[config.mk]
export PLATFORM = sky130hd
export DESIGN_NAME = mii_rx_decoder_flat
export DESIGN_NICKNAME = d
export VERILOG_FILES = /design/src/rtl/mii_rx_decoder_if.sv /design/src/rtl/mii_rx_decoder.sv /design/src/flat_wrapper.sv
export SDC_FILE = /design/constraint.sdc
export NUM_CORES = 1
export LEC_CHECK = 0
export CAP_MARGIN = 20
export CORE_MARGIN = 4
export CORE_UTILIZATION = 53
export DETAILED_ROUTE_END_ITERATION = 8
export PLACE_DENSITY = 0.76
export SLEW_MARGIN = 20
export SYNTH_ARGS = -nofsm -noshare
export SYNTH_HDL_FRONTEND = slang
export SYNTH_SLANG_ARGS = --single-unit
[constraint.sdc]
create_clock -name i_clk -period 1.99 [get_ports i_clk]
set_input_delay 0.199 -clock i_clk [delete_from_list [all_inputs] [get_ports i_clk]]
set_output_delay 0.199 -clock i_clk [all_outputs]
set_load 0.02 [all_outputs]
[src/rtl/mii_rx_decoder_if.sv]
// MII receive-side bundle: PHY nibble stream into the decoder, byte stream
// and frame statistics out of it.
interface mii_rx_decoder_if;
  logic [3:0]  i_rx_d;
  logic        i_rx_dv;
  logic        i_rx_er;
  logic [7:0]  o_data;
  logic        o_valid;
  logic        o_last;
  logic        o_error;
  logic        o_frame_drop;
  logic [15:0] o_good_frames;
  logic [15:0] o_bad_frames;

  modport master (
    output i_rx_d, i_rx_dv, i_rx_er,
    input  o_data, o_valid, o_last, o_error, o_frame_drop,
           o_good_frames, o_bad_frames
  );

  modport slave (
    input  i_rx_d, i_rx_dv, i_rx_er,
    output o_data, o_valid, o_last, o_error, o_frame_drop,
           o_good_frames, o_bad_frames
  );
endinterface

[src/rtl/mii_rx_decoder.sv]
// MII receive decoder: strips preamble/SFD, assembles bytes, checks FCS and
// length, and streams DA..last payload byte with FCS removed.
module mii_rx_decoder #(
  parameter int p_MIN_FRAME_BYTES = 64,
  parameter int p_MAX_FRAME_BYTES = 1518
) (
  input logic            i_clk,
  input logic            i_reset_n,
  mii_rx_decoder_if.slave bus
);

  localparam int unsigned CW = $clog2(p_MAX_FRAME_BYTES + 2);
  localparam logic [CW-1:0] MIN_C  = CW'(p_MIN_FRAME_BYTES);
  localparam logic [CW-1:0] MAX_C  = CW'(p_MAX_FRAME_BYTES);
  localparam logic [CW-1:0] SAT_C  = CW'(p_MAX_FRAME_BYTES + 1);
  localparam logic [CW-1:0] LINE_C = CW'(4);
  localparam logic [31:0] CRC_POLY    = 32'hEDB88320;
  localparam logic [31:0] CRC_RESIDUE = 32'hDEBB20E3;

  typedef enum logic [1:0] {
    ST_DROP,
    ST_IDLE,
    ST_PREAMBLE,
    ST_DATA
  } state_t;

  state_t          state_q, state_d;
  logic            phase_q, phase_d;
  logic [3:0]      nib_q, nib_d;
  logic [31:0]     crc_q, crc_d;
  logic [CW-1:0]   cnt_q, cnt_d;
  logic [3:0][7:0] dly_q, dly_d;
  logic [7:0]      hold_q, hold_d;
  logic            hold_vld_q, hold_vld_d;
  logic            rxer_q, rxer_d;
  logic [7:0]      data_q, data_d;
  logic            valid_q, valid_d;
  logic            last_q, last_d;
  logic            error_q, error_d;
  logic            drop_q, drop_d;
  logic [15:0]     good_q, good_d;
  logic [15:0]     bad_q, bad_d;

  logic [7:0]      new_byte;
  logic            frame_bad;

  function automatic logic [31:0] crc32_byte(input logic [31:0] c, input logic [7:0] b);
    logic [31:0] r;
    r = c ^ {24'h0, b};
    for (int unsigned i = 0; i < 8; i++) begin
      r = r[0] ? ((r >> 1) ^ CRC_POLY) : (r >> 1);
    end
    return r;
  endfunction

  assign new_byte  = {bus.i_rx_d, nib_q};
  assign frame_bad = (crc_q != CRC_RESIDUE) || rxer_q || phase_q ||
                     (cnt_q < MIN_C) || (cnt_q > MAX_C);

  always_comb begin
    state_d    = state_q;
    phase_d    = phase_q;
    nib_d      = nib_q;
    crc_d      = crc_q;
    cnt_d      = cnt_q;
    dly_d      = dly_q;
    hold_d     = hold_q;
    hold_vld_d = hold_vld_q;
    rxer_d     = rxer_q;
    data_d     = data_q;
    valid_d    = 1'b0;
    last_d     = 1'b0;
    error_d    = 1'b0;
    drop_d     = 1'b0;
    good_d     = good_q;
    bad_d      = bad_q;

    unique case (state_q)
      ST_DROP: begin
        if (!bus.i_rx_dv) state_d = ST_IDLE;
      end

      ST_IDLE: begin
        if (bus.i_rx_dv) begin
          state_d = (bus.i_rx_d == 4'h5) ? ST_PREAMBLE : ST_DROP;
        end
      end

      ST_PREAMBLE: begin
        if (!bus.i_rx_dv) begin
          state_d = ST_IDLE;
        end else if (bus.i_rx_er) begin
          state_d = ST_DROP;
        end else if (bus.i_rx_d == 4'hD) begin
          state_d    = ST_DATA;
          phase_d    = 1'b0;
          crc_d      = '1;
          cnt_d      = '0;
          hold_vld_d = 1'b0;
          rxer_d     = 1'b0;
        end else if (bus.i_rx_d != 4'h5) begin
          state_d = ST_DROP;
        end
      end

      ST_DATA: begin
        if (!bus.i_rx_dv) begin
          state_d = ST_IDLE;
          if (hold_vld_q) begin
            data_d  = hold_q;
            valid_d = 1'b1;
            last_d  = 1'b1;
            error_d = frame_bad;
            if (frame_bad) bad_d  = bad_q + 16'd1;
            else           good_d = good_q + 16'd1;
          end else begin
            drop_d = 1'b1;
            bad_d  = bad_q + 16'd1;
          end
        end else begin
          if (bus.i_rx_er) rxer_d = 1'b1;
          if (!phase_q) begin
            nib_d   = bus.i_rx_d;
            phase_d = 1'b1;
          end else begin
            phase_d = 1'b0;
            crc_d   = crc32_byte(crc_q, new_byte);
            if (cnt_q != SAT_C) cnt_d = cnt_q + CW'(1);
            dly_d = {dly_q[2:0], new_byte};
            // Once the delay line is primed, each new byte pushes the oldest
            // into the hold register, which releases its previous occupant.
            if (cnt_q >= LINE_C) begin
              hold_d     = dly_q[3];
              hold_vld_d = 1'b1;
              if (hold_vld_q) begin
                data_d  = hold_q;
                valid_d = 1'b1;
              end
            end
          end
        end
      end

      default: state_d = ST_DROP;
    endcase
  end

  always_ff @(posedge i_clk or negedge i_reset_n) begin
    if (!i_reset_n) begin
      state_q    <= ST_DROP;
      phase_q    <= 1'b0;
      nib_q      <= '0;
      crc_q      <= '0;
      cnt_q      <= '0;
      dly_q      <= '0;
      hold_q     <= '0;
      hold_vld_q <= 1'b0;
      rxer_q     <= 1'b0;
      data_q     <= '0;
      valid_q    <= 1'b0;
      last_q     <= 1'b0;
      error_q    <= 1'b0;
      drop_q     <= 1'b0;
      good_q     <= '0;
      bad_q      <= '0;
    end else begin
      state_q    <= state_d;
      phase_q    <= phase_d;
      nib_q      <= nib_d;
      crc_q      <= crc_d;
      cnt_q      <= cnt_d;
      dly_q      <= dly_d;
      hold_q     <= hold_d;
      hold_vld_q <= hold_vld_d;
      rxer_q     <= rxer_d;
      data_q     <= data_d;
      valid_q    <= valid_d;
      last_q     <= last_d;
      error_q    <= error_d;
      drop_q     <= drop_d;
      good_q     <= good_d;
      bad_q      <= bad_d;
    end
  end

  assign bus.o_data        = data_q;
  assign bus.o_valid       = valid_q;
  assign bus.o_last        = last_q;
  assign bus.o_error       = error_q;
  assign bus.o_frame_drop  = drop_q;
  assign bus.o_good_frames = good_q;
  assign bus.o_bad_frames  = bad_q;

endmodule

[src/flat_wrapper.sv]
// flat-port wrapper written by rule: the top's interface ports become plain ports
module mii_rx_decoder_flat 
#(
  parameter int p_MIN_FRAME_BYTES = 64,
  parameter int p_MAX_FRAME_BYTES = 1518
)
  (i_clk, i_reset_n, bus_i_rx_d, bus_i_rx_dv, bus_i_rx_er, bus_o_data, bus_o_valid, bus_o_last, bus_o_error, bus_o_frame_drop, bus_o_good_frames, bus_o_bad_frames);
  mii_rx_decoder_if bus_i ();
  input logic i_clk;
  input logic i_reset_n;
  input wire logic [$bits(bus_i.i_rx_d)-1:0] bus_i_rx_d;
  input wire logic [$bits(bus_i.i_rx_dv)-1:0] bus_i_rx_dv;
  input wire logic [$bits(bus_i.i_rx_er)-1:0] bus_i_rx_er;
  output wire logic [$bits(bus_i.o_data)-1:0] bus_o_data;
  output wire logic [$bits(bus_i.o_valid)-1:0] bus_o_valid;
  output wire logic [$bits(bus_i.o_last)-1:0] bus_o_last;
  output wire logic [$bits(bus_i.o_error)-1:0] bus_o_error;
  output wire logic [$bits(bus_i.o_frame_drop)-1:0] bus_o_frame_drop;
  output wire logic [$bits(bus_i.o_good_frames)-1:0] bus_o_good_frames;
  output wire logic [$bits(bus_i.o_bad_frames)-1:0] bus_o_bad_frames;
  assign bus_i.i_rx_d = bus_i_rx_d;
  assign bus_i.i_rx_dv = bus_i_rx_dv;
  assign bus_i.i_rx_er = bus_i_rx_er;
  assign bus_o_data = bus_i.o_data;
  assign bus_o_valid = bus_i.o_valid;
  assign bus_o_last = bus_i.o_last;
  assign bus_o_error = bus_i.o_error;
  assign bus_o_frame_drop = bus_i.o_frame_drop;
  assign bus_o_good_frames = bus_i.o_good_frames;
  assign bus_o_bad_frames = bus_i.o_bad_frames;
  mii_rx_decoder #(.p_MIN_FRAME_BYTES(p_MIN_FRAME_BYTES), .p_MAX_FRAME_BYTES(p_MAX_FRAME_BYTES)) u_core (.i_clk(i_clk), .i_reset_n(i_reset_n), .bus(bus_i));
endmodule
==> results of run 1 <==
power groups by stage:
stage	sequential, µW	clock (µW)	combinational (µW)
floorplan	3500	0	3310
CTS	3440	3550	5470
detailed placement	3480	0	5280
finish	3470	3530	5500
global route	3500	3670	5920
global placement	3450	0	5170
final timing paths:
check	from	end	slack, ns	cells after the start
min	i_reset_n	u_core.bus.o_data[2]	0.29	2
max	u_core.state_q[0]	u_core.cnt_q[9]	-0.05	8
min reg2reg	u_core.bus.o_good_frames[15]	u_core.bus.o_good_frames[15]	0.47	1
min in group i_clk	u_core.bus.o_good_frames[15]	u_core.bus.o_good_frames[15]	0.47	1
max in group asynchronous	i_reset_n	u_core.bus.o_good_frames[11]	1.02	3
max reg2reg	u_core.state_q[0]	u_core.cnt_q[9]	-0.05	8
repair_timing:
item                       4_1_cts  5_1_grt
pin swaps                       12       19
gates resized for setup         27       27
setup endpoints to repair       58       69
hold buffers                     1        0
buffers inserted                12        5
hold endpoints to repair        48        0
gates cloned                     1        1
worst reg2reg max path: cells and delay by family (launching register included):
kind | cells | cell delay, ns
fa+ha+maj | 1 | 0.16
flops | 1 | 0.43
buf+inv | 2 | 0.26
simple gates | 3 | 0.76
compound gates | 2 | 0.36
area by class of cell:
class,instances,area share (%)
clock buffers,21,5.08
clock inverters,11,2.08
inverters,9,0.365
multi-input cells,388,37.7
flip-flops and latches,136,36.8
well taps,172,2.32
repair buffers,158,15.6
per-stage QoR:
stage	worst slack, ns	instances
floorplan	0.0122	551
global placement	-0.123	844
detailed placement	-0.196	844
CTS	-0.0324	890
global route	-0.146	895
finish	-0.0517	895
state kept, by name, indices dropped and copies added (netlist names), 2 cells and up:
signal                    flops
u_core.bus.o_bad_frames      16
u_core.bus.o_data             8
u_core.bus.o_good_frames     16
u_core.cnt_q                 11
u_core.crc_q                 32
u_core.dly_q                 32
u_core.hold_q                 8
u_core.nib_q                  4
u_core.state_q                2
synthesized netlist by cell type (all sizes together), types with 4 or more instances:
| cell type | instances | area share, % |
|---|---|---|
| dfrtp | 136 | 50 |
| xnor2 | 70 | 11 |
| mux2 | 57 | 9.9 |
| a21oi | 35 | 2.8 |
| nor2 | 33 | 1.9 |
| xor2 | 30 | 4.3 |
| nand2 | 21 | 1.2 |
| nand4 | 20 | 1.9 |
| nand3 | 14 | 1.1 |
| nor3 | 12 | 1.5 |
| or3 | 11 | 1.1 |
| clkbuf | 10 | 0.55 |
| and3 | 9 | 0.83 |
| buf | 9 | 0.83 |
| inv | 9 | 0.50 |
| o21ai | 9 | 0.66 |
| o22a | 9 | 1.2 |
| ha | 7 | 1.3 |
| a31oi | 5 | 0.46 |
| and4 | 5 | 0.64 |
| nor4 | 5 | 0.55 |
| or4 | 5 | 0.61 |
| and4bb | 4 | 0.74 |
placed cells by master (no fill, tap or decap), drive strengths merged, types with 2 or more instances in the layout:
cell type / count
a2111oi: 2
a21oi: 36
a31oi: 5
and2: 2
and3: 9
and4: 5
and4bb: 4
buf: 106
bufinv: 5
clkbuf: 22
clkdlybuf4s50: 50
clkinv: 3
clkinvlp: 2
dfrtp: 136
ha: 7
inv: 10
mux2: 57
nand2: 21
nand3: 14
nand3b: 2
nand4: 20
nor2: 33
nor2b: 3
nor3: 12
nor4: 5
nor4b: 3
o21ai: 9
o22a: 9
o31ai: 3
or3: 11
or4: 5
xnor2: 70
xor2: 30
layer usage:
| layer | GRT usage, % | up-vias | wire (µm) |
|---|---|---|---|
| li1 | - | 2282 | - |
| met1 | 29.6 | 2578 | 6950 |
| met2 | 43.7 | 179 | 9020 |
| met3 | 5.13 | 38 | 755 |
| met4 | 8.61 | 0 | 391 |
| met5 | 0 | - | 0 |
cells by family after synthesis:
kind of cell | count (synthesis) | synth area share (%)
flip-flops | 136 | 50.1
multiplexers | 57 | 9.89
AO/OA/AOI/OAI | 69 | 7.24
adder cells (fa/ha/maj) | 7 | 1.29
buffers and inverters | 28 | 1.88
AND/OR/NAND/NOR | 153 | 14.0
XOR/XNOR | 101 | 15.6
==> qor.txt, run 1 <==
number of violations of the max-capacitance limit - 0
cell-by-cell listing of the critical path - inv_2, ha_4, nand3b_1, o22ai_2, nand4_1, buf_6, or4_4, a21oi_2
count of yosys warnings during synthesis - 0
wire length of the first global-routing pass - 27900 µm
final count of pins violating max slew - 0
Clk pin slew, worst setup/hold paths - 0.06 ns
number of enable flip-flop cells after synthesis - 0
maximum vdd ir drop - 0.000852 V
clock root buffer - clkbuf_16
total number of vias - 5077
Worst Path Class, Setup - reg2reg
Fin Hold WS - 0.292 ns
synthesized instance count - 551
min Tclk post-route - 2.04 ns
final-stage net count - 725
Total Die Area - 14700 µm²
FF+latch area - 3410 µm²
Worst-Margin Slew - 0.590 ns
starting utilization of the core area - 54.1%
grt ovf - 0
final estimated routing congestion in global placement - 0.900
number of synthesized register bits - 136
area growth from synthesis to layout - 36.3%
power share of the clock group - 28.2%
Skew-Pair Late Insertion Delay - 0.43 ns
category of cells accounting for the largest share of critical-path delay - simple AND/OR/NAND/NOR gates
Max-slew headroom - 60.5%
# rows - 41
remaining antenna violation count after routing - 0
critical path's slowest cell - dfrtp_2
syn_area_per_cell - 12.3 µm²
final number of hold-violating endpoints - 0
total wire length after detailed routing - 17100 µm
footprint of the multi-input gates - 3500 µm²
H-tree level count - 4
unrepaired setup endpoints after global routing - true
Placed Area - 8180 µm²
design area - 9260 µm²
CP Max Fanout - 10
CORE AREA - 12600 µm²
Crit path buffers/inverters - 2
Reg power frac - 27.8%
count of endpoints failing setup in the final report - 10
setup skew after layout - 0.00642 ns
CTS Sinks - 136
portion of total power attributed to combinational logic - 44.0%
die width - 121 µm
sequential fraction of the synthesis area - 50.1%
antenna diode instance count - 0
die height - 121 µm
critical path's largest stage delay - 0.43 ns
PortBufs - 51
half-perimeter wire length after detailed placement - 10800 µm
vias in the first global route - 5380
Leakage - 0.00416 µW
drt drc - 0
Pwr per Cell Area - 1350 nW/µm²
signal arrival time at the worst endpoint - 2.39 ns
most common flop cell mapped by yosys - dfrtp_1
distinct cell type count of the synthesized netlist - 61
first-pass detailed-route iteration total - 6
Data required, critical path - 2.34 ns
final critical-path share of the clock period - 103%
Power, Total - 12500 µW
nature of the critical path startpoint - flop
fraction of layout cells with a size suffix above 1 - 35.7%
setup ws final - -0.0517 ns
clock tree from TritonCTS - built
pin count of the biggest net entering global routing - 53
post-synthesis instance area - 6800 µm²
run status - finished, violations left
number of CTS-inserted buffers - 17
net switching power figure - 4080 µW
fillers - 811
WL/cell - 19.1 µm
share of synthesized registers carrying an async set or reset - 100%
maximum buffer depth of the clock tree - 2
antenna violations before repair - 0
Sw Share - 32.7%
first-iteration detailed-routing DRC count - 361
# IOs - 52
worst hold path class - in2async
Peak Freq - 490 MHz
Finished Core Util - 73.7%
net count after synthesis - 566
failing checks - negative setup slack
total negative slack for setup checks - -0.290 ns
total internal power - 8400 µW
total global-route track usage - 24.6%
category of the worst setup path capture point - flop
drt via density - 5.67
Note: power is estimated with default switching activity, not from simulation.
==> run 2: changes to the inputs <==
Settings changed: MAX_ROUTING_LAYER set to met4, TNS_END_PERCENT set to 1.
==> qor.txt, run 2 (synthesis results as in run 1) <==
critical path's slowest cell - or4_4
# IOs - 52 (unchanged)
number of violations of the max-capacitance limit - 0 (unchanged)
category of cells accounting for the largest share of critical-path delay - simple AND/OR/NAND/NOR gates
Fin Hold WS - 0.247 ns (-0.0456 ns)
drt drc - 0 (unchanged)
maximum vdd ir drop - 0.000923 V (+8.3%)
antenna diode instance count - 0 (unchanged)
fillers - 845 (+4.2%)
Worst Path Class, Setup - reg2reg
Leakage - 0.00409 µW (-1.7%)
signal arrival time at the worst endpoint - 2.37 ns (-0.02 ns)
area growth from synthesis to layout - 33.4%
number of CTS-inserted buffers - 17 (unchanged)
Peak Freq - 495 MHz (+1.0%)
nature of the critical path startpoint - flop
half-perimeter wire length after detailed placement - 10400 µm (-3.7%)
die height - 121 µm (unchanged)
category of the worst setup path capture point - flop
antenna violations before repair - 0 (unchanged)
total number of cells along the worst setup path - 7 (-1)
count of endpoints failing setup in the final report - 14 (+4)
footprint of the multi-input gates - 3420 µm² (-2.3%)
failing checks - negative setup slack
largest registers ranked by flip-flop count - u_core.crc_q: 32 flops, u_core.dly_q: 32 flops
unrepaired setup endpoints after global routing - true
Post-Place Setup Slack - -0.160 ns (+0.0359 ns)
maximum buffer depth of the clock tree - 2 (unchanged)
grt ovf - 0 (unchanged)
wire length of the first global-routing pass - 25900 µm (-7.3%)
setup ws final - -0.0309 ns (+0.0208 ns)
Worst-Margin Slew - 0.447 ns (-0.143 ns)
CP Max Fanout - 11 (+1)
run status - finished, violations left
clock tree from TritonCTS - built
Critical R2R Launch - u_core.cnt_q[10]
remaining antenna violation count after routing - 0 (unchanged)
Clk pin slew, worst setup/hold paths - 0.06 ns (about the same)
worst setup path start - u_core.cnt_q[10]
CORE AREA - 12600 µm² (unchanged)
CTS Sinks - 136 (unchanged)
total number of vias - 4884 (-3.8%)
Skew-Pair Late Insertion Delay - 0.43 ns (about the same)
min Tclk post-route - 2.02 ns (-0.0208 ns)
Max-slew headroom - 70.0% (+9.6 points)
number of placed cells counting well taps - 842 (-0.24%)
Pwr per Cell Area - 1370 nW/µm² (+1.5%)
total negative slack for setup checks - -0.127 ns (+0.163 ns)
Data required, critical path - 2.34 ns (about the same)
drt via density - 5.54 (-2.4%)
commonest non-fill, non-tap cell in the layout - dfrtp_1
Crit path buffers/inverters - 2 (unchanged)
most used cells in the layout excluding fill and tap cells - 134 x dfrtp_1, 83 x buf_4, 60 x xnor2_1
Total Die Area - 14700 µm² (unchanged)
first-pass detailed-route iteration total - 6 (unchanged)
clock root buffer - clkbuf_16
pin count of the biggest net entering global routing - 62 (+17%)
Power, Total - 12400 µW (-0.67%)
final count of pins violating max slew - 0 (unchanged)
fraction of layout cells with a size suffix above 1 - 33.4% (-2.3 points)
FF+latch area - 3410 µm² (unchanged)
die width - 121 µm (unchanged)
final number of hold-violating endpoints - 0 (unchanged)
# rows - 41 (unchanged)
cell-by-cell listing of the critical path - or4_4, o211ai_4, a2111oi_4, buf_12, buf_4, nor3_2, xor2_1
starting utilization of the core area - 54.1% (unchanged)
worst hold path class - in2async
PortBufs - 51 (unchanged)
final estimated routing congestion in global placement - 0.904 (+0.40%)
H-tree level count - 4 (unchanged)
setup skew after layout - 0.00821 ns (+0.00180 ns)
Cell Count, Final, Fillers Out - 882 (-1.5%)
total global-route track usage - 23.2% (-1.4 points)
total wire length after detailed routing - 15500 µm (-9.6%)
final critical-path share of the clock period - 102% (-1.0 points)
vias in the first global route - 5229 (-2.8%)
critical path's largest stage delay - 0.56 ns (+0.13 ns)
WL/cell - 17.5 µm (-8.3%)
first-iteration detailed-routing DRC count - 357 (-1.1%)
worst-case reg-to-reg path depth - 7 (-1)
final-stage net count - 712 (-1.8%)
## run 2: per-layer routing
metal / vias up / global-route usage, % / part of all wire, %
li1: 2255 / - / -
met2: 151 / 38.2 / 50
met5: - / - / 0
met3: 42 / 5.17 / 5.0
met4: 0 / 8.96 / 2.8
met1: 2436 / 28.2 / 42
## run 2: repair_timing
action / in CTS / in global routing
endpoints found under the setup margin: 65 / 93
pin swaps: 16 / 7
hold endpoints to repair: 35 / 0
cloned: 0 / 1
setup buffers: 4 / 2
hold buffers: 1 / 0
gates resized for setup: 11 / 22
## run 2: per-stage QoR
step	util, %	instance area (µm²)
after global placement	65.1	8180
after floorplan	-	6800
after detailed placement	65.1	8180
final	72.1	9060
after global routing	72.1	9060
after CTS	71.1	8940
## run 2: where the power goes
group          leakage (µW)  internal [µW]  switching [µW]  total [µW]
clock              0.000310           2260            1230        3500
sequential          0.00186           3120             351        3470
combinational       0.00192           2930            2500        5430
## run 2: layout make-up
type	instances	share of cell area, %
multi-input cells	387	37.7
flip-flops and latches	136	37.6
repair buffers	146	14.7
clock buffers	18	4.85
clock inverters	14	2.43
well taps	172	2.37
inverters	9	0.373
## run 2: path summary, 6_finish.rpt
path / endpoint / slack (ns)
worst min register to register: u_core.bus.o_bad_frames[15] / 0.47
min in group i_clk: u_core.bus.o_bad_frames[15] / 0.47
worst min-delay path: u_core.hold_q[0] / 0.25
max in group asynchronous: u_core.state_q[0] / 1.11
worst max register to register: u_core.bus.o_bad_frames[3] / -0.03
worst max-delay path: u_core.bus.o_bad_frames[3] / -0.03
